[config.mk]
export PLATFORM = sky130hd
export DESIGN_NAME = i2c_master_arbiter_flat
export DESIGN_NICKNAME = d
export VERILOG_FILES = /design/src/rtl/i2c_master_arbiter_pkg.sv /design/src/rtl/i2c_master_arbiter_if.sv /design/src/rtl/i2c_master_arbiter_rr_picker.sv /design/src/rtl/i2c_master_arbiter.sv /design/src/flat_wrapper.sv
export SDC_FILE = /design/constraint.sdc
export NUM_CORES = 1
export LEC_CHECK = 0
export BUFFER_PORTS_ARGS = -buffer_cell sky130_fd_sc_hd__buf_2
export CAP_MARGIN = 20
export CORE_AREA = 2 2 84 66
export CTS_BUF_LIST = sky130_fd_sc_hd__clkbuf_8
export DETAILED_ROUTE_END_ITERATION = 16
export DIE_AREA = 0 0 86 68
export GPL_TIMING_DRIVEN = 0
export PLACE_DENSITY = 0.83
export SLEW_MARGIN = 20
export SYNTH_ARGS = -nofsm -noshare
export SYNTH_HDL_FRONTEND = slang
export SYNTH_HIERARCHICAL = 1
export SYNTH_SLANG_ARGS = --single-unit
[constraint.sdc]
create_clock -name clk -period 3.75 [get_ports clk]
set_clock_uncertainty 0.1 [all_clocks]
set_input_delay 0.5625 -clock clk [delete_from_list [all_inputs] [get_ports clk]]
set_output_delay 0.5625 -clock clk [all_outputs]
set_load 0.1 [all_outputs]
[src/rtl/i2c_master_arbiter_pkg.sv]
// i2c_arb_pkg: shared types and widths for the i2c master arbiter.
package i2c_arb_pkg;
  localparam int I2C_ADDR_W = 7;
  localparam int I2C_DATA_W = 8;
  typedef enum logic [2:0] {IDLE, LAUNCH, WAIT_BUSY, WAIT_DONE, COMPLETE} arb_state_e;
endpackage

[src/rtl/i2c_master_arbiter_if.sv]
// i2c_master_arbiter_if: requester-side and core-side signals of the arbiter.
interface i2c_master_arbiter_if
  import i2c_arb_pkg::*;
#(parameter int NUM_REQ = 2);
  logic [NUM_REQ-1:0] req, lock, req_rw, gnt, rsp_valid;
  logic [I2C_ADDR_W*NUM_REQ-1:0] req_addr;
  logic [I2C_DATA_W*NUM_REQ-1:0] req_wdata;
  logic [I2C_DATA_W-1:0] rsp_rdata, i2c_data_in, i2c_rdata;
  logic [I2C_ADDR_W-1:0] i2c_slave_address;
  logic rsp_err, i2c_enable, i2c_rw, i2c_repeated_start, i2c_busy, i2c_done, i2c_nack;
  modport slave (
    input req, lock, req_addr, req_rw, req_wdata, i2c_busy, i2c_done, i2c_nack, i2c_rdata,
    output gnt, rsp_valid, rsp_rdata, rsp_err, i2c_enable, i2c_slave_address, i2c_data_in,
    i2c_rw, i2c_repeated_start
  );
  modport master (
    output req, lock, req_addr, req_rw, req_wdata, i2c_busy, i2c_done, i2c_nack, i2c_rdata,
    input gnt, rsp_valid, rsp_rdata, rsp_err, i2c_enable, i2c_slave_address, i2c_data_in,
    i2c_rw, i2c_repeated_start
  );
endinterface

[src/rtl/i2c_master_arbiter_rr_picker.sv]
// i2c_rr_picker: combinational round-robin pick starting after last_gnt_i.
module i2c_rr_picker #(
  parameter int NUM_REQ = 2,
  parameter int IDX_W = $clog2(NUM_REQ)
) (
  input  logic [NUM_REQ-1:0] req_i,
  input  logic [IDX_W-1:0]   last_gnt_i,
  output logic [NUM_REQ-1:0] win_o,
  output logic [IDX_W-1:0]   idx_o
);
  // Scan farthest-first so the nearest requester after last_gnt_i overwrites.
  always_comb begin
    idx_o = '0;
    for (int k = NUM_REQ; k >= 1; k--)
      if (req_i[(int'(last_gnt_i) + k) % NUM_REQ]) idx_o = IDX_W'((int'(last_gnt_i) + k) % NUM_REQ);
    win_o = |req_i ? NUM_REQ'(1) << idx_o : '0;
  end
endmodule

[src/rtl/i2c_master_arbiter.sv]
// i2c_master_arbiter: round-robin sharing of one i2c controller with lock chaining and watchdog.
module i2c_master_arbiter
  import i2c_arb_pkg::*;
#(
  parameter int NUM_REQ = 2,
  parameter int TIMEOUT_CYCLES = 4096
) (
  input logic clk,
  input logic rst,
  i2c_master_arbiter_if.slave bus
);
  localparam int IDX_W = $clog2(NUM_REQ);
  localparam int TMR_W = $clog2(TIMEOUT_CYCLES + 1);
  arb_state_e state_q, state_d;
  logic [NUM_REQ-1:0] gnt_q, pick_win;
  logic [IDX_W-1:0] owner_q, last_q, pick_idx, sel;
  logic [TMR_W-1:0] timer_q;
  logic [I2C_ADDR_W-1:0] addr_q;
  logic [I2C_DATA_W-1:0] wdata_q, rdata_q;
  logic lock_valid_q, rw_q, rs_q, err_q;
  logic grant_new, grant_lock, unlock, waiting, timeout, capture, keep;

  i2c_rr_picker #(.NUM_REQ(NUM_REQ)) u_picker (
    .req_i(bus.req), .last_gnt_i(last_q), .win_o(pick_win), .idx_o(pick_idx)
  );

  always_ff @(posedge clk or posedge rst)
    if (rst) state_q <= IDLE;
    else state_q <= state_d;

  always_comb begin
    grant_new = state_q == IDLE && !lock_valid_q && |bus.req;
    grant_lock = state_q == IDLE && lock_valid_q && bus.req[owner_q];
    unlock = state_q == IDLE && lock_valid_q && !bus.req[owner_q] && !bus.lock[owner_q];
    waiting = state_q == WAIT_BUSY || state_q == WAIT_DONE;
    timeout = timer_q == TMR_W'(TIMEOUT_CYCLES - 1);
    capture = waiting && (bus.i2c_done || timeout);
    keep = bus.lock[owner_q] && !err_q;
    sel = grant_lock ? owner_q : pick_idx;
    state_d = state_q;
    case (state_q)
      IDLE:      state_d = grant_new || grant_lock ? LAUNCH : IDLE;
      LAUNCH:    state_d = WAIT_BUSY;
      WAIT_BUSY: state_d = capture ? COMPLETE : bus.i2c_busy ? WAIT_DONE : WAIT_BUSY;
      WAIT_DONE: state_d = capture ? COMPLETE : WAIT_DONE;
      default:   state_d = IDLE;
    endcase
  end

  // Payload is captured only at grant; a locked owner is re-granted with repeated start.
  always_ff @(posedge clk or posedge rst)
    if (rst) begin
      gnt_q <= '0;
      owner_q <= '0;
      last_q <= IDX_W'(NUM_REQ - 1);
      lock_valid_q <= 1'b0;
      timer_q <= '0;
      addr_q <= '0;
      wdata_q <= '0;
      rw_q <= 1'b0;
      rs_q <= 1'b0;
      rdata_q <= '0;
      err_q <= 1'b0;
    end else begin
      if (grant_new || grant_lock) begin
        gnt_q <= grant_lock ? gnt_q : pick_win;
        owner_q <= sel;
        addr_q <= bus.req_addr[I2C_ADDR_W*int'(sel) +: I2C_ADDR_W];
        wdata_q <= bus.req_wdata[I2C_DATA_W*int'(sel) +: I2C_DATA_W];
        rw_q <= bus.req_rw[sel];
        rs_q <= grant_lock;
      end
      if (unlock) begin
        lock_valid_q <= 1'b0;
        gnt_q <= '0;
      end
      timer_q <= state_q == LAUNCH ? '0 :
                 waiting && timer_q != TMR_W'(TIMEOUT_CYCLES) ? timer_q + 1'b1 : timer_q;
      if (capture) begin
        rdata_q <= bus.i2c_done && rw_q ? bus.i2c_rdata : '0;
        err_q <= bus.i2c_done ? bus.i2c_nack : 1'b1;
      end
      if (state_q == COMPLETE) begin
        last_q <= owner_q;
        lock_valid_q <= keep;
        if (!keep) gnt_q <= '0;
      end
    end

  always_comb begin
    bus.gnt = gnt_q;
    bus.rsp_valid = state_q == COMPLETE ? gnt_q : '0;
    bus.rsp_rdata = rdata_q;
    bus.rsp_err = err_q;
    bus.i2c_enable = state_q == LAUNCH;
    bus.i2c_slave_address = addr_q;
    bus.i2c_data_in = wdata_q;
    bus.i2c_rw = rw_q;
    bus.i2c_repeated_start = rs_q;
  end
endmodule

[src/flat_wrapper.sv]
// flat-port wrapper written by rule: the top's interface ports become plain ports
module i2c_master_arbiter_flat import i2c_arb_pkg::*;
#(
  parameter int NUM_REQ = 2,
  parameter int TIMEOUT_CYCLES = 4096
)
  (clk, rst, bus_req, bus_lock, bus_req_addr, bus_req_rw, bus_req_wdata, bus_i2c_busy, bus_i2c_done, bus_i2c_nack, bus_i2c_rdata, bus_gnt, bus_rsp_valid, bus_rsp_rdata, bus_rsp_err, bus_i2c_enable, bus_i2c_slave_address, bus_i2c_data_in, bus_i2c_rw, bus_i2c_repeated_start);
  i2c_master_arbiter_if #(.NUM_REQ(NUM_REQ)) bus_i ();
  input logic clk;
  input logic rst;
  input wire logic [$bits(bus_i.req)-1:0] bus_req;
  input wire logic [$bits(bus_i.lock)-1:0] bus_lock;
  input wire logic [$bits(bus_i.req_addr)-1:0] bus_req_addr;
  input wire logic [$bits(bus_i.req_rw)-1:0] bus_req_rw;
  input wire logic [$bits(bus_i.req_wdata)-1:0] bus_req_wdata;
  input wire logic [$bits(bus_i.i2c_busy)-1:0] bus_i2c_busy;
  input wire logic [$bits(bus_i.i2c_done)-1:0] bus_i2c_done;
  input wire logic [$bits(bus_i.i2c_nack)-1:0] bus_i2c_nack;
  input wire logic [$bits(bus_i.i2c_rdata)-1:0] bus_i2c_rdata;
  output wire logic [$bits(bus_i.gnt)-1:0] bus_gnt;
  output wire logic [$bits(bus_i.rsp_valid)-1:0] bus_rsp_valid;
  output wire logic [$bits(bus_i.rsp_rdata)-1:0] bus_rsp_rdata;
  output wire logic [$bits(bus_i.rsp_err)-1:0] bus_rsp_err;
  output wire logic [$bits(bus_i.i2c_enable)-1:0] bus_i2c_enable;
  output wire logic [$bits(bus_i.i2c_slave_address)-1:0] bus_i2c_slave_address;
  output wire logic [$bits(bus_i.i2c_data_in)-1:0] bus_i2c_data_in;
  output wire logic [$bits(bus_i.i2c_rw)-1:0] bus_i2c_rw;
  output wire logic [$bits(bus_i.i2c_repeated_start)-1:0] bus_i2c_repeated_start;
  assign bus_i.req = bus_req;
  assign bus_i.lock = bus_lock;
  assign bus_i.req_addr = bus_req_addr;
  assign bus_i.req_rw = bus_req_rw;
  assign bus_i.req_wdata = bus_req_wdata;
  assign bus_i.i2c_busy = bus_i2c_busy;
  assign bus_i.i2c_done = bus_i2c_done;
  assign bus_i.i2c_nack = bus_i2c_nack;
  assign bus_i.i2c_rdata = bus_i2c_rdata;
  assign bus_gnt = bus_i.gnt;
  assign bus_rsp_valid = bus_i.rsp_valid;
  assign bus_rsp_rdata = bus_i.rsp_rdata;
  assign bus_rsp_err = bus_i.rsp_err;
  assign bus_i2c_enable = bus_i.i2c_enable;
  assign bus_i2c_slave_address = bus_i.i2c_slave_address;
  assign bus_i2c_data_in = bus_i.i2c_data_in;
  assign bus_i2c_rw = bus_i.i2c_rw;
  assign bus_i2c_repeated_start = bus_i.i2c_repeated_start;
  i2c_master_arbiter #(.NUM_REQ(NUM_REQ), .TIMEOUT_CYCLES(TIMEOUT_CYCLES)) u_core (.clk(clk), .rst(rst), .bus(bus_i));
endmodule
* Word level (Yosys, flattened, before mapping) *
Index checks and enable logic that the tools add are counted.

word-level totals
  output and inout port bits = 31
  logic and storage cells = 85
  bits in registers = 47
  input bits = 49

cells by class
  mux-type cells = 33
  $lt $le $gt $ge = 4
  add/subtract/negate cells = 3
  equal/unequal tests = 6
  reduce and logical (&&, ||, !) cells = 21
  bitwise operators = 2
  shift-type cells = 3
  multipliers = 1

operator list
  operator               number
  $shiftx 14x32->7       1
  $mux 13                2
  $mux 1                 20
  $shiftx 16x5->8        1
  $mux 2                 7
  $add 13x1->13 const B  1
  $eq 13x12->1 const B   1
  $ne 13x13->1 const B   1
  $pmux 3 s4             1
  $logic_and 1x1->1      10
  $mux 8                 1
  $eq 3x2->1 const B     2
  $lt 2x3->1 const B     2
  $mux 3                 2
  $logic_not 1->1        4
  $lt 1x2->1 const B     2
  $mul 3x1->4 const A    1
  $reduce_bool 2->1      2
  $eq 3x1->1 const B     1
  $eq 3x3->1 const B     1
  $logic_not 3->1        1
  $logic_or 1x1->1       3
  $add 1x1->1 const B    2
  $and 1x1->1 const A    2
  2 further kinds        2

* Depth between registers and ports, before layout *
  depth in word-level cells = 14
  mapped depth = 7
  mapped depth without buffers = 6

* Cells and area by module *
The synthesis kept the hierarchy.

modules (own cells, without submodules)
  module              instances  area each (µm²)  cells each  seq. area each (µm²)
  i2c_master_arbiter  1          2383.5           244         1177.4
  i2c_rr_picker       1          26.3             4           0.0

* Worst setup path after synthesis *
Ideal clock, no wire load.

  path type = register -> output
  from = reg u_core.gnt_q[0], in the netlist u_core/bus.gnt[0]
  to = out bus_rsp_valid[0]
  data arrival time = 1781 ps
  data required time = 3087 ps
  path buffers = 0
  stages on the path, launching flop included = 2
  setup slack = 1307 ps
  path through = dfrtp_1 and2_1

on the way
  word-level cells in the longest chain between the ends = 1

ends and longest elaborated chain
  element                   RTL line                  RTL
  start: declaration        i2c_master_arbiter.sv:15  logic [NUM_REQ-1:0] gnt_q, pick_win;
  start signal: assignment  i2c_master_arbiter.sv:66  gnt_q <= grant_lock ? gnt_q : pick_win;
  $mux 2                    i2c_master_arbiter.sv:92  bus.rsp_valid = state_q == COMPLETE ? gnt_q : '0;
  end: declaration          flat_wrapper.sv:21        output wire logic [$bits(bus_i.rsp_valid)-1:0] bus_rsp_valid;

No other way between the ends.

* Final worst setup path *
  from = reg u_core.state_q[2]
  to = out bus_rsp_valid[0]

on the way
  word-level cells in the longest chain between the ends = 2

ends and longest elaborated chain
  element                   RTL line                  RTL
  start: declaration        i2c_master_arbiter.sv:14  arb_state_e state_q, state_d;
  start signal: assignment  i2c_master_arbiter.sv:29  else state_q <= state_d;
  $eq 3x3->1                i2c_master_arbiter.sv:92
  $mux 2                    i2c_master_arbiter.sv:92

No other way between the ends.

==> results.md <==
Setup path:
- The required arrival time at the worst endpoint is about 3.1 ns.
- The end of the critical path is bus_rsp_valid[0].
- The maximum fanout along the worst path is 8.
- At the worst endpoint, the arrival time is between 2 and 2.5 ns.
- The setup slack of the worst register-to-register path is between 1.5 and 2 ns.
- The number of logic stages on the critical path including buffering is 3.
- The startpoint-to-endpoint class of the critical path is flip-flop to output port.
- The slowest library cell on the worst path is sky130_fd_sc_hd__nor3b_1.
- The cell class contributing the biggest share of worst-path delay is simple AND/OR/NAND/NOR gates.
- The number of buffers and inverters on the critical path is 1.
- The source of the worst register-to-register timing path is u_core/timer_q[1]$_DFFE_PP0P_.
- Traced cell by cell, the critical path runs through nor3b_1 -> and2_1 -> buf_2.
- Measured in cells, the most critical reg-to-reg path has a length of 5.
- On the worst path, the slowest cell contributes a delay of slightly above 0.6 ns.
- STA classifies the critical path endpoint as an output port.
- The most critical setup path has its startpoint at u_core/state_q[2]$_DFF_PP0_.
- The endpoint identified for the worst register-to-register timing path is u_core/bus.rsp_rdata[2]$_DFFE_PP0P_.
- STA classifies the critical path startpoint as a flip-flop.

Route:
- The number of DRC markers in iteration 0 is 150.
- The total routed wirelength is a little over 6000 µm.
- The routed layout has approximately 2200 vias.
- The DRC violations left is 0.
- The count of TritonRoute iterations in the first routing pass is 4.
- The routed length per instance is about 16 µm.
- The detailed-route vias per instance is roughly 5.6.
- Once detail routing completed, the nets flagged for antenna violations numbered 0.

Die:
- The number of core rows is 23.
- The region available for standard cell placement spans 5090 µm².
- 80 I/O pins were placed.
- The die covers around 5800 µm².
- From bottom edge to top edge, the die measures a little under 70 µm.
- The die width is around 86 µm.
- For this configuration, the core starts out at a cell density of between 40% and 50%.

CTS:
- The number of sinks on the clock net is 47.
- The maximum clock insertion buffer count is 2.
- The number of hold buffers added after CTS was 0.
- CTS built an H-tree with a depth of 2.
- The root buffer cell is sky130_fd_sc_hd__clkbuf_8.
- The post-CTS setup buffer count is 0.
- The number of resized instances in the post-cts repair step is 0.
- TritonCTS built the clock tree.
- Clock latency on the worst-skew pair, taken at its later pin, is approximately 0.30 ns.
- The clock slew seen by the registers of the worst setup and hold paths is ~0.09 ns.
- Clock tree synthesis inserted a total of 5 buffers.

Cells and area:
- Summing all multi-input logic gate instances after layout gives around 1100 µm².
- The cell area after layout is 2990 µm².
- Fill cells in the final layout number ~450.
- The share of post-route cells with drive strength above 1 is between 30 and 40%.
- The number of antenna diodes is 0.
- The area growth from synthesis to layout is 23.9%.
- The fraction of the core area covered by cells at the end of the flow is between 50% and 60%.
- In the final design database the tool counted between 300 and 400 nets.
- The area taken by flip-flops and latches is between 1000 and 1500 µm².

Placement:
- The final weighted congestion in routability-driven placement is 0.928.
- Input and output buffers added on the ports amount to between 70 and 80.
- The worst slack at placement is between 1 and 1.5 ns.
- The area after detailed placement is 2900 µm².
- The sum of net half-perimeters after detailed placement is approximately 4600 µm.

Min path:
- In this run the worst hold path is classified as input pin to asynchronous set/reset pin.

STA:
- The number of slew-limit violations in the final report is 0.
- The final setup slack of the worst path is 1.03 ns.
- Setup repair after global routing left no endpoint under its margin.
- The transition time of the tightest slew-check pin is ~0.79 ns.
- The final-report setup violation count is 0.
- The clock period minus worst slack is 2.72 ns.
- The setup TNS is 0 ns.
- The final-report hold violation count is 0.
- The relative max-transition margin is 47.1%.
- Static timing analysis puts the maximum clock frequency at ~370 MHz.
- Dividing the final minimum period by the clock period gives between 70% and 80%.

Run status:
- The flow ran to the end, and the final reports show no timing, DRC or antenna violations.

Yosys:
- The async set-reset flop share out of synthesis is 100%.
- The net count after synthesis is roughly 300.
- The summed instance area of the synthesized netlist is 2410 µm².
- Synthesis inferred 47 register bits.
- In the synthesized netlist the dominant register cell turns out to be sky130_fd_sc_hd__dfrtp_1.
- The number of warning messages in the yosys log is 6.
- The dominant cell type by area after synthesis is sky130_fd_sc_hd__dfrtp_1.
- After synthesis, the most frequently instantiated cells are 46 x sky130_fd_sc_hd__dfrtp_1, 21 x sky130_fd_sc_hd__a21oi_1, 21 x sky130_fd_sc_hd__o21ai_0.
- The dominant cell by count in the synthesized netlist is sky130_fd_sc_hd__dfrtp_1.
- After technology mapping, the gate count stands at about 250.
- Counting flops with a built-in enable in the synthesized netlist gives 0.
- Averaged over all synthesized cells, the footprint is 9.72 µm².
- For this run, the register share of the synthesized area comes to between 40% and 50%.
- In this run, distinct cell masters in the synthesized netlist total 42.
- Yosys attributes the largest share of cell area to sky130_fd_sc_hd__dfrtp_1 48%, sky130_fd_sc_hd__a31oi_1 4.4%, sky130_fd_sc_hd__a21oi_1 4.4%.
- In this run the biggest area consumer among cell types represents 47.8% of the synthesized area.

Global routing:
- The via count of the first global-routing pass is between 2000 and 2500.
- The wire length of the first global-routing pass is ~9900 µm.
- The initial antenna violation count is 0.
- The maximum number of pins on one net before global-route repair is 36.
- Across every metal layer, demand over resource in global routing totals between 20% and 30%.
- After global routing the overflow that remains totals 0.

Flow run:
- Across the run, the number of max-cap violations was 0.
## placed cells by master, fill, tap and decap left out, drive strengths merged
cell / count
nor3b: 1
or3: 2
and4: 1
nor2: 16
nor3: 4
nor2b: 1
o21ai: 22
clkbuf: 11
xnor2: 5
nand3: 20
mux2i: 9
nand2b: 3
ha: 2
o31ai: 1
clkinv: 3
a21o: 2
a21boi: 3
buf: 87
a31oi: 19
nand4: 4
a31o: 1
a22o: 8
dfstp: 1
dfrtp: 46
and2: 5
mux2: 1
nor4: 4
and3: 1
inv: 12
a21oi: 21
nand2: 10
xor2: 3
nand4b: 2
or2: 1
nor4b: 3
and4b: 1
## registers in the layout (all words and copies together) (netlist names)
signal and cells:
u_core/last_q 1, u_core/bus.i2c_data_in 8, u_core/bus.i2c_slave_address 7, u_core/bus.rsp_err 1, u_core/bus.i2c_repeated_start 1, u_core/timer_q 13, u_core/bus.i2c_rw 1, u_core/lock_valid_q 1
u_core/bus.rsp_rdata 8, u_core/bus.gnt 2, u_core/state_q 3, u_core/owner_q 1
## layer usage
metal	part of all wire [%]	GRT usage, %	up-vias
met2	48	35.5	90
met5	0	0	-
li1	-	-	1075
met4	2.2	10.3	0
met1	43	28.1	1057
met3	6.2	4.34	15
## how the worst min path moves through the flow
stage,to,cells after the start
after CTS,u_core/bus.i2c_data_in[0]$_DFFE_PP0N_,2
after floorplan,u_core/timer_q[12]$_DFFE_PP0P_,1
final,u_core/bus.i2c_data_in[0]$_DFFE_PP0N_,2
after global routing,u_core/bus.i2c_slave_address[0]$_DFFE_PP0N_,2
after detailed placement,u_core/bus.rsp_rdata[1]$_DFFE_PP0P_,1
after global placement,u_core/bus.rsp_rdata[0]$_DFFE_PP0P_,1
## kinds of logic after synthesis
kind of cell / Yosys count / synth area share (%)
AO/OA/AOI/OAI: 77 / 19.9
XOR/XNOR: 8 / 2.91
adder cells (fa/ha/maj): 2 / 1.04
buffers and inverters: 25 / 5.09
flip-flops: 47 / 48.9
multiplexers: 10 / 4.21
AND/OR/NAND/NOR: 79 / 18.0
## worst register-to-register path: cells and delay by family, from the launching register on
family	cells	cell delay (ns)
and+or+nand+nor	2	0.48
adders and majority gates	1	0.32
AOI/OAI and AO/OA	2	0.65
DFF	1	0.45
## stage by stage
stage                     cells  hold slack, ns
after floorplan             248           0.353
after global placement      389           0.378
after detailed placement    390           0.379
after CTS                   398          0.0864
after global routing        398           0.101
final                       398          0.0842
## final cells by class
type	count	area share (%)
flip-flops and latches	47	39.4
plain buffers	13	2.60
clock buffers	5	2.30
clock inverters	3	0.503
repair buffers	80	13.9
well taps	62	2.60
multi-input cells	176	37.2
inverters	12	1.51
Power is not shown: default switching activity piles up to over one toggle a cycle in this logic, so the estimate is an artifact.
